## config.mk

```make
export PLATFORM = sky130hd
export DESIGN_NAME = sha3_selftest
export DESIGN_NICKNAME = d
export VERILOG_FILES = /design/src/rtl/sha3_selftest.sv
export SDC_FILE = /design/constraint.sdc
export NUM_CORES = 1
export LEC_CHECK = 0
export CORE_AREA = 3 3 263 265
export CTS_BUF_LIST = sky130_fd_sc_hd__clkbuf_16
export CTS_CLUSTER_SIZE = 25
export DETAILED_ROUTE_END_ITERATION = 10
export DIE_AREA = 0 0 266 268
export PLACE_DENSITY = 0.63
export REMOVE_ABC_BUFFERS = 1
export SKIP_LAST_GASP = 1
export SLEW_MARGIN = 20
export SYNTH_ARGS = -nofsm -noshare
export SYNTH_HDL_FRONTEND = slang
export SYNTH_SLANG_ARGS = --single-unit
```

## constraint.sdc

```tcl
create_clock -name clk -period 6.2 [get_ports clk]
set_input_delay 0.93 -clock clk [delete_from_list [all_inputs] [get_ports clk]]
set_output_delay 0.93 -clock clk [all_outputs]
set_load 0.05 [all_outputs]
```

## src/rtl/sha3_selftest.sv

```systemverilog
// BIST sequencer: drives one sha3 core through NVEC ROM vectors and scores each digest; start to first req_valid is 1+RSTCYC cycles, then at least 3 cycles per vector.
// req_valid is held until req_ready; res_ready is high only in WAIT; a watchdog aborts a hung core after TIMEOUT+1 WAIT cycles.
module sha3_selftest #(
   parameter int                    MDLEN   = 256,
   parameter int                    ILEN    = 344,
   parameter int                    NVEC    = 4,
   parameter logic [NVEC*ILEN-1:0]  VEC_MSG = '0,
   parameter logic [NVEC*MDLEN-1:0] VEC_MD  = '0,
   parameter int                    RSTCYC  = 4,
   parameter int                    TIMEOUT = 4095,
   parameter int                    CNTW    = 16
) (
   input  logic             clk,
   input  logic             rstn,
   input  logic             start,
   input  logic             continuous,
   output logic             core_rst,
   output logic [ILEN-1:0]  md_in,
   output logic             req_valid,
   input  logic             req_ready,
   input  logic             res_valid,
   output logic             res_ready,
   input  logic [MDLEN-1:0] md_out,
   output logic             busy,
   output logic             done,
   output logic [CNTW-1:0]  pass_cnt,
   output logic [CNTW-1:0]  fail_cnt,
   output logic [CNTW-1:0]  timeout_cnt,
   output logic [3:0]       last_fail_idx,
   output logic [7:0]       led
);

   localparam int WDW = (TIMEOUT < 1) ? 1 : $clog2(TIMEOUT + 1);
   localparam int RCW = (RSTCYC < 2) ? 1 : $clog2(RSTCYC + 1);
   localparam logic [3:0] LAST_IDX = 4'(NVEC - 1);

   typedef enum logic [2:0] {
      S_IDLE,
      S_CRST,
      S_REQ,
      S_WAIT,
      S_CHECK,
      S_DONE
   } state_t;

   state_t             state_q, state_d;
   logic [3:0]         idx_q, idx_d;
   logic [RCW-1:0]     rcnt_q, rcnt_d;
   logic [WDW-1:0]     wdog_q, wdog_d;
   logic               end_q, end_d;
   logic [MDLEN-1:0]   dig_q, dig_d;
   logic [7:0]         led_q, led_d;
   logic [CNTW-1:0]    pass_q, pass_d;
   logic [CNTW-1:0]    fail_q, fail_d;
   logic [CNTW-1:0]    tmo_q, tmo_d;
   logic [3:0]         lfi_q, lfi_d;
   logic               core_rst_q, req_valid_q, res_ready_q, busy_q, done_q;
   logic [MDLEN-1:0]   exp_md;
   logic               at_last;

   function automatic logic [CNTW-1:0] sat_inc(input logic [CNTW-1:0] v);
      return (&v) ? v : v + CNTW'(1);
   endfunction

   assign md_in   = VEC_MSG[32'(idx_q)*ILEN +: ILEN];
   assign exp_md  = VEC_MD[32'(idx_q)*MDLEN +: MDLEN];
   assign at_last = (idx_q == LAST_IDX);

   always_comb begin
      state_d = state_q;
      idx_d   = idx_q;
      rcnt_d  = rcnt_q;
      wdog_d  = wdog_q;
      end_d   = end_q;
      dig_d   = dig_q;
      led_d   = led_q;
      pass_d  = pass_q;
      fail_d  = fail_q;
      tmo_d   = tmo_q;
      lfi_d   = lfi_q;
      case (state_q)
         S_IDLE, S_DONE: begin
            if (start) begin
               state_d = S_CRST;
               idx_d   = '0;
               rcnt_d  = '0;
               end_d   = 1'b0;
               pass_d  = '0;
               fail_d  = '0;
               tmo_d   = '0;
               lfi_d   = '0;
            end
         end
         S_CRST: begin
            // end_q marks a timeout on the final vector of a single pass
            if (rcnt_q == RCW'(RSTCYC - 1)) begin
               state_d = end_q ? S_DONE : S_REQ;
            end else begin
               rcnt_d = rcnt_q + RCW'(1);
            end
         end
         S_REQ: begin
            if (req_valid_q && req_ready) begin
               state_d = S_WAIT;
               wdog_d  = '0;
            end
         end
         S_WAIT: begin
            if (res_valid && res_ready_q) begin
               dig_d   = md_out;
               led_d   = ~md_out[MDLEN-1 -: 8];
               state_d = S_CHECK;
            end else if (wdog_q == WDW'(TIMEOUT)) begin
               fail_d  = sat_inc(fail_q);
               tmo_d   = sat_inc(tmo_q);
               lfi_d   = idx_q;
               rcnt_d  = '0;
               state_d = S_CRST;
               if (!at_last) begin
                  idx_d = idx_q + 4'd1;
               end else if (continuous) begin
                  idx_d = '0;
               end else begin
                  end_d = 1'b1;
               end
            end else begin
               wdog_d = wdog_q + WDW'(1);
            end
         end
         S_CHECK: begin
            if (dig_q == exp_md) begin
               pass_d = sat_inc(pass_q);
            end else begin
               fail_d = sat_inc(fail_q);
               lfi_d  = idx_q;
            end
            if (!at_last) begin
               idx_d   = idx_q + 4'd1;
               state_d = S_REQ;
            end else if (continuous) begin
               idx_d   = '0;
               state_d = S_REQ;
            end else begin
               state_d = S_DONE;
            end
         end
         default: state_d = S_IDLE;
      endcase
   end

   always_ff @(posedge clk or negedge rstn) begin
      if (!rstn) begin
         state_q     <= S_IDLE;
         idx_q       <= '0;
         rcnt_q      <= '0;
         wdog_q      <= '0;
         end_q       <= 1'b0;
         dig_q       <= '0;
         led_q       <= 8'hFF;
         pass_q      <= '0;
         fail_q      <= '0;
         tmo_q       <= '0;
         lfi_q       <= '0;
         core_rst_q  <= 1'b1;
         req_valid_q <= 1'b0;
         res_ready_q <= 1'b0;
         busy_q      <= 1'b0;
         done_q      <= 1'b0;
      end else begin
         state_q     <= state_d;
         idx_q       <= idx_d;
         rcnt_q      <= rcnt_d;
         wdog_q      <= wdog_d;
         end_q       <= end_d;
         dig_q       <= dig_d;
         led_q       <= led_d;
         pass_q      <= pass_d;
         fail_q      <= fail_d;
         tmo_q       <= tmo_d;
         lfi_q       <= lfi_d;
         // handshake and status outputs are registered from the next state
         core_rst_q  <= (state_d == S_IDLE) || (state_d == S_CRST);
         req_valid_q <= (state_d == S_REQ);
         res_ready_q <= (state_d == S_WAIT);
         busy_q      <= (state_d != S_IDLE) && (state_d != S_DONE);
         done_q      <= (state_d == S_DONE);
      end
   end

   assign core_rst      = core_rst_q;
   assign req_valid     = req_valid_q;
   assign res_ready     = res_ready_q;
   assign busy          = busy_q;
   assign done          = done_q;
   assign pass_cnt      = pass_q;
   assign fail_cnt      = fail_q;
   assign timeout_cnt   = tmo_q;
   assign last_fail_idx = lfi_q;
   assign led           = led_q;

endmodule

```

==> results of run 1 <==
==> state kept, by name, summed over array words and instances (netlist names), 4 cells and up <==
register and flops:
wdog_q 12, fail_cnt 16, idx_q 4, led 8
dig_q 256, pass_cnt 16, last_fail_idx 4, timeout_cnt 16
==> cell type report <==
type	count	area [µm²]
repair buffers	340	3440
flip-flops and latches	344	8620
diodes	1	2.50
clock inverters	32	333
multi-input cells	1609	7310
well taps	873	1090
fillers	7057	45100
clock buffers	41	1030
inverters	22	82.6
==> layout by cell type, fill, tap and decap left out, types with 6 or more instances in the layout <==
cell               n
nor3_1            13
o21ai_0           34
xnor2_1           17
a21oi_1           20
and4_1             7
clkinv_1          11
clkdlybuf4s50_1  325
bufinv_16          6
nor2_1            44
and3_1             9
inv_1             25
o311ai_0          14
o21ai_1            7
conb_1           344
nor4_1            79
or3_1              6
dfrtp_1          335
o211ai_1          10
a31oi_1            6
nand2b_1           7
o31ai_1            9
nand3_1           31
dfstp_2            9
buf_4              9
clkbuf_16         41
nand2_1          835
nand4_1           27
ha_1               7
==> routing by layer <==
| layer | track usage (%) | routed length (µm) | vias to the layer above |
|---|---|---|---|
| met2 | 20.9 | 23000 | 364 |
| met1 | 17.2 | 21400 | 6370 |
| li1 | - | - | 6686 |
| met4 | 2.89 | 905 | 10 |
| met5 | 0 | 73 | - |
| met3 | 4.08 | 3640 | 69 |
==> worst reg2reg max path: stages, from the launching register on <==
cell	delay, ns
dfrtp_1	0.69
nor3b_4	0.66
nand3_1	0.14
nor4_1	0.30
nand3_1	0.59
or3b_1	0.86
o31ai_1	0.34
==> how the worst max path moves through the flow <==
stage	to	slack (ns)	depth (start not counted)
finish	pass_cnt[7]	2.52	6
CTS	fail_cnt[2]	2.24	7
global route	fail_cnt[2]	2.00	7
floorplan	timeout_cnt[2]	-2.58	5
detailed placement	fail_cnt[2]	2.29	7
global placement	fail_cnt[2]	2.30	7
==> power by group <==
part | total [mW] | switching (mW) | internal, mW
logic | 2.57 | 1.71 | 0.858
registers | 3.53 | 0.495 | 3.03
clock network | 2.45 | 0.987 | 1.46
==> cell families after synthesis <==
logic type	synth area share, %
xor gates and xnor gates	0.842
adders and majority gates	0.552
other	0.0212
DFF	48.7
AOI/OAI and AO/OA	6.15
buffers and inverters	17.4
and+or+nand+nor	26.1
muxes	0.290
==> metrics by stage <==
step	TNS, ns	power, mW	cell area, µm²	hold slack [ns]	std cells
floorplan	-138.42	5.28	16000	0.446	1975
global placement	0	6.12	20500	0.457	3187
detailed placement	0	6.17	20500	0.463	3187
CTS	0	8.69	21900	0.281	3260
global route	0	9.15	21900	0.288	3261
finish	0	8.55	21900	0.296	3262
==> summary.md, run 1 <==
| Metric | Value |
|---|---|
| Status | `complete, no violations` |
| Avg Cell Area, Syn | `8.54 µm²` |
| Clock-pin slew on the worst setup and hold paths | `0.06 ns` |
| Total wire length | `49000 µm` |
| WL/cell | `15.0 µm` |
| Core box area | `0.0670 mm²` |
| Crit-path max cell delay | `0.86 ns` |
| Fin. max-slew vios | `0` |
| Post-synth EDFFs | `0` |
| Die H | `268 µm` |
| Pre-CTS setup slack | `2.29 ns` |
| Starting density of the core | `26.4%` |
| Avg Vias per Cell | `4.14` |
| Mapped Cells | `2073` |
| Crit-path leading delay family | `simple AND/OR/NAND/NOR gates` |
| Minimum clock period | `3.68 ns` |
| Worst reg2reg path depth | `6` |
| Initial antenna violation count | `7` |
| Largest net degree at the start of global routing | `151` |
| R2R Path End | `pass_cnt[7]` |
| Req. time, crit path | `6.64 ns` |
| WP buf/inv | `0` |
| Synth cell count leaders | `nand2_1 (835), buf_4 (346), dfrtp_1 (335)` |
| DRC Markers | `0` |
| Starting DRT DRC Count | `828` |
| Worst setup SP type | `flip-flop` |
| Fraction of layout instances using a drive strength above 1 | `4.36%` |
| Synth Register Bits | `344` |
| Setup violators final | `0` |
| Area leader, netlist | `dfrtp_1` |
| Pre-Repair DR Iteration Count | `5` |
| Top-Level Pins | `671` |
| Overflow left after global routing | `0` |
| Setup Skew | `0.0234 ns` |
| Hold Path Class | `in -> async` |
| Synth area leaders | `dfrtp_1 (47%), nand2_1 (18%), buf_4 (15%)` |
| HPWL after DPL | `35900 µm` |
| Final core occ | `32.7%` |
| Reg-to-reg slack, setup | `2.52 ns` |
| # rows | `95` |
| Number of buffers created by CTS | `41` |
| Clk buf depth | `3` |
| Worst-skew pair later-pin latency | `0.56 ns` |
| Tcrit/Tclk final | `59.4%` |
| Post-synthesis sequential area ratio | `48.7%` |
| Top FF cell, synth | `dfrtp_1` |
| Antenna viol nets, final | `0` |
| Worst VDD drop | `0.237 mV` |
| GRT Overall Usage | `13.0%` |
| Critical path class | `reg -> reg` |
| First-pass GRT wire length | `73900 µm` |
| Static Leak | `10.7 nW` |
| Share of the synthesized area in the top cell type | `47.4%` |
| Vias in the first global route | `12900` |
| CP startpoint | `state_q[2]` |
| Critical Path Fanout Max | `21` |
| Tightest Pin Transition | `0.981 ns` |
| Nets@finish | `2627` |
| I/O Buffers | `326` |
| Vias | `13500` |
| Clk sinks | `344` |
| Placer Congestion | `0.813` |
| WP data arrival | `4.12 ns` |
| CTS Hold Buffers Added | `0` |
| Async SR Flop Fraction | `100%` |
| H-tree depth | `2` |
| Max Fclk | `0.272 GHz` |
| Cell seen most often among critical-path stages | `nand3_1` |
| Crit Reg-Reg Startpoint | `state_q[2]` |
| Area Growth Syn to Fin | `23.8%` |
| Crit-path cells | `nor3b_4 -> nand3_1 -> nor4_1 -> nand3_1 -> or3b_1 -> o31ai_1` |
| Pwr dens | `391 mW/mm²` |
| Crit. End Element | `flip-flop` |
| Final worst-path setup slack | `2.52 ns` |
| TritonCTS clock tree | `done` |
| Post-CTS Resized | `0` |
| Mapped Area | `0.0177 mm²` |
| DIE AREA | `0.0713 mm²` |
| Most frequent cell after synthesis | `nand2_1` |
| RSZ-0062 raised after global routing | `false` |
| Yosys warns | `0` |
| Synth cell types | `67` |
| Root Driver | `clkbuf_16` |
| Slew HR | `34.3%` |
| Setup Buffers After CTS | `0` |
| Die width | `266 µm` |
| Slowest-stage cell, CP | `or3b_1` |
| Max_cap viols | `0` |
| Hold Vio Cnt, Final | `0` |
Note: power is estimated with default switching activity, not from simulation.
==> run 2, diff against run 1 <==
==> constraint.sdc (replaced) <==
create_clock -name clk -period 3.4 [get_ports clk]
set_input_delay 0.51 -clock clk [delete_from_list [all_inputs] [get_ports clk]]
set_output_delay 0.51 -clock clk [all_outputs]
set_load 0.05 [all_outputs]
==> run 2 against run 1 <==
Compared with the run above: combinational power is 86% higher; critical path type unchanged; cell count up 0.98%; worst setup slack worse by 1.9 ns; total power grew 80%; largest cell class unchanged; clock skew down 0.0048 ns.
==> summary.md, run 2 (synthesis results as in run 1) <==
| Metric | Value |
|---|---|
| Status | `complete, no violations (unchanged)` |
| Root Driver | `clkbuf_16 (unchanged)` |
| Top-Level Pins | `671 (unchanged)` |
| Total wire length | `49400 µm (was 49000 µm)` |
| # rows | `95 (unchanged)` |
| Area Growth Syn to Fin | `24.7% (was 23.8%)` |
| Critical Path Fanout Max | `16 (was 21)` |
| H-tree depth | `2 (unchanged)` |
| Hold Path Class | `reg -> reg (was in -> async)` |
| Max reg flops | `256 (unchanged)` |
| I/O Buffers | `326 (unchanged)` |
| Initial antenna violation count | `5 (was 7)` |
| Hold Path End | `dig_q[173]` |
| Worst VDD drop | `0.354 mV (was 0.237 mV)` |
| Clk sinks | `344 (unchanged)` |
| RSZ-0062 raised after global routing | `false (unchanged)` |
| Final worst-path setup slack | `0.570 ns (was 2.52 ns)` |
| Total power draw | `15.4 mW (was 8.55 mW)` |
| Crit. End Element | `flip-flop (unchanged)` |
| Minimum clock period | `2.83 ns (was 3.68 ns)` |
| Worst reg2reg path depth | `9 (was 6)` |
| Starting density of the core | `26.4% (unchanged)` |
| Post-CTS Resized | `0 (unchanged)` |
| Worst-skew pair later-pin latency | `0.55 ns (was 0.56 ns)` |
| Worst Hold Path Cells | `2` |
| Static Leak | `10.8 nW (was 10.7 nW)` |
| Clk buf depth | `3 (unchanged)` |
| Register area | `0.00862 mm² (unchanged)` |
| WL/cell | `15.0 µm (about the same)` |
| Req. time, crit path | `3.84 ns (was 6.64 ns)` |
| Setup violators final | `0 (unchanged)` |
| Max_cap viols | `0 (unchanged)` |
| Hold Vio Cnt, Final | `0 (unchanged)` |
| Vias in the first global route | `12800 (was 12900)` |
| Vias | `13700 (was 13500)` |
| First-pass GRT wire length | `73800 µm (was 73900 µm)` |
| Setup Skew | `0.0185 ns (was 0.0234 ns)` |
| DRC Markers | `0 (unchanged)` |
| Filler cells | `7058 (was 7057)` |
| Starting DRT DRC Count | `905 (was 828)` |
| GRT Overall Usage | `13.0% (about the same)` |
| Core box area | `0.0670 mm² (unchanged)` |
| TritonCTS clock tree | `done (unchanged)` |
| Pre-CTS setup slack | `0.454 ns (was 2.29 ns)` |
| Slew HR | `41.7% (was 34.3%)` |
| Die width | `266 µm (unchanged)` |
| Clock-pin slew on the worst setup and hold paths | `0.06 ns (about the same)` |
| Largest net degree at the start of global routing | `160 (was 151)` |
| Hold_ws | `0.473 ns (was 0.296 ns)` |
| Critical path class | `reg -> reg (unchanged)` |
| Largest Register | `dig_q (unchanged)` |
| Nets@finish | `2657 (was 2627)` |
| Placer Congestion | `0.816 (was 0.813)` |
| HPWL after DPL | `36500 µm (was 35900 µm)` |
| Crit Reg-Reg Startpoint | `dig_q[140] (was state_q[2])` |
| Antenna viol nets, final | `0 (unchanged)` |
| Fin. max-slew vios | `0 (unchanged)` |
| Commonest non-fill, non-tap cell in the layout | `nand2_1 (unchanged)` |
| Tcrit/Tclk final | `83.2% (was 59.4%)` |
| Die H | `268 µm (unchanged)` |
| Multi-input combinational cell area | `0.00731 mm² (unchanged)` |
| Overflow left after global routing | `0 (unchanged)` |
| Pwr dens | `700 mW/mm² (was 391 mW/mm²)` |
| R2R Path End | `pass_cnt[5] (was pass_cnt[7])` |
| Reg-to-reg slack, setup | `0.57 ns (was 2.52 ns)` |
| Fraction of layout instances using a drive strength above 1 | `5.29% (was 4.36%)` |
| Worst setup SP type | `flip-flop (unchanged)` |
| Commonest non-fill, non-tap cells in the layout | `nand2_1 (835), conb_1 (344), dfrtp_1 (335), clkdlybuf4s50_1 (325), nor4_1 (79) (unchanged)` |
| WP data arrival | `3.27 ns (was 4.12 ns)` |
| Hold path start | `dig_q[173]` |
| Pre-Repair DR Iteration Count | `5 (unchanged)` |
| Avg Vias per Cell | `4.15 (was 4.14)` |
| DIE AREA | `0.0713 mm² (unchanged)` |
| Max Fclk | `0.353 GHz (was 0.272 GHz)` |
| Tightest Pin Transition | `0.872 ns (was 0.981 ns)` |
| Number of buffers created by CTS | `42 (was 41)` |
run 2: changes by cell type in the layout (fill, tap and decap cells not counted):
cell	change
clkinv_1	-2
clkinv_4	-1
buf_12	+2
inv_1	+8
bufinv_16	-4
clkinv_2	+2
buf_4	+26
dlygate4sd3_1	+1
inv_16	-1
clkbuf_16	+2
diode_2	+1
inv_6	-2
run 2: worst max-delay path: stages (launching register included):
cell and delay [ns]:
dfrtp_1 0.37, nor4_1 0.59, buf_4 0.23, nand2_1 0.07, nor4_1 0.27, buf_4 0.19, nand3_1 0.16, or3b_1 0.39
buf_4 0.21, o31ai_1 0.25
run 2: power by group:
part	leakage [nW]	internal [mW]	switching [mW]	total (mW)
logic	5.61	1.65	3.14	4.79
registers	4.57	5.53	0.895	6.43
clock network	0.668	2.44	1.78	4.21
total	10.8	9.62	5.81	15.4
run 2: worst max-delay path by stage:
stage	start	slack, ns	endpoint
final	dig_q[140]	0.57	pass_cnt[5]
after global routing	dig_q[232]	0.41	pass_cnt[7]
after CTS	dig_q[232]	0.53	pass_cnt[5]
after detailed placement	start	0.45	timeout_cnt[8]
after global placement	start	0.48	timeout_cnt[9]
after floorplan	state_q[2]	-5.38	timeout_cnt[2]
run 2: cell type report:
cell class	instances	share of cell area, %
sequential	344	39.1
multi-input combinational	1609	33.1
timing repair buffer	369	16.7
tap	873	4.95
clock buffer	43	4.88
clock inverter	32	0.902
inverter	22	0.374
antenna	2	0.0227
run 2: stage by stage:
step	util, %	cell area, µm²	std cells	TNS [ns]
finish	32.9	22100	3294	0
CTS	32.9	22100	3292	0
global placement	31.0	20800	3216	0
detailed placement	31.0	20800	3216	0
floorplan	-	16000	1975	-941.67
global route	32.9	22100	3292	0
run 2: per-layer routing:
metal / vias to the layer above / GRT usage (%) / share of wire [%]
li1: 6735 / - / -
met1: 6486 / 17.3 / 43
met2: 388 / 20.7 / 47
met3: 63 / 4.32 / 8.2
met4: 6 / 2.79 / 1.6
met5: - / 0 / 0.083
run 2: repair_timing:
item,4_1_cts,5_1_grt
setup buffers,0,0
endpoints found under the hold margin,13,0
hold buffers,1,0
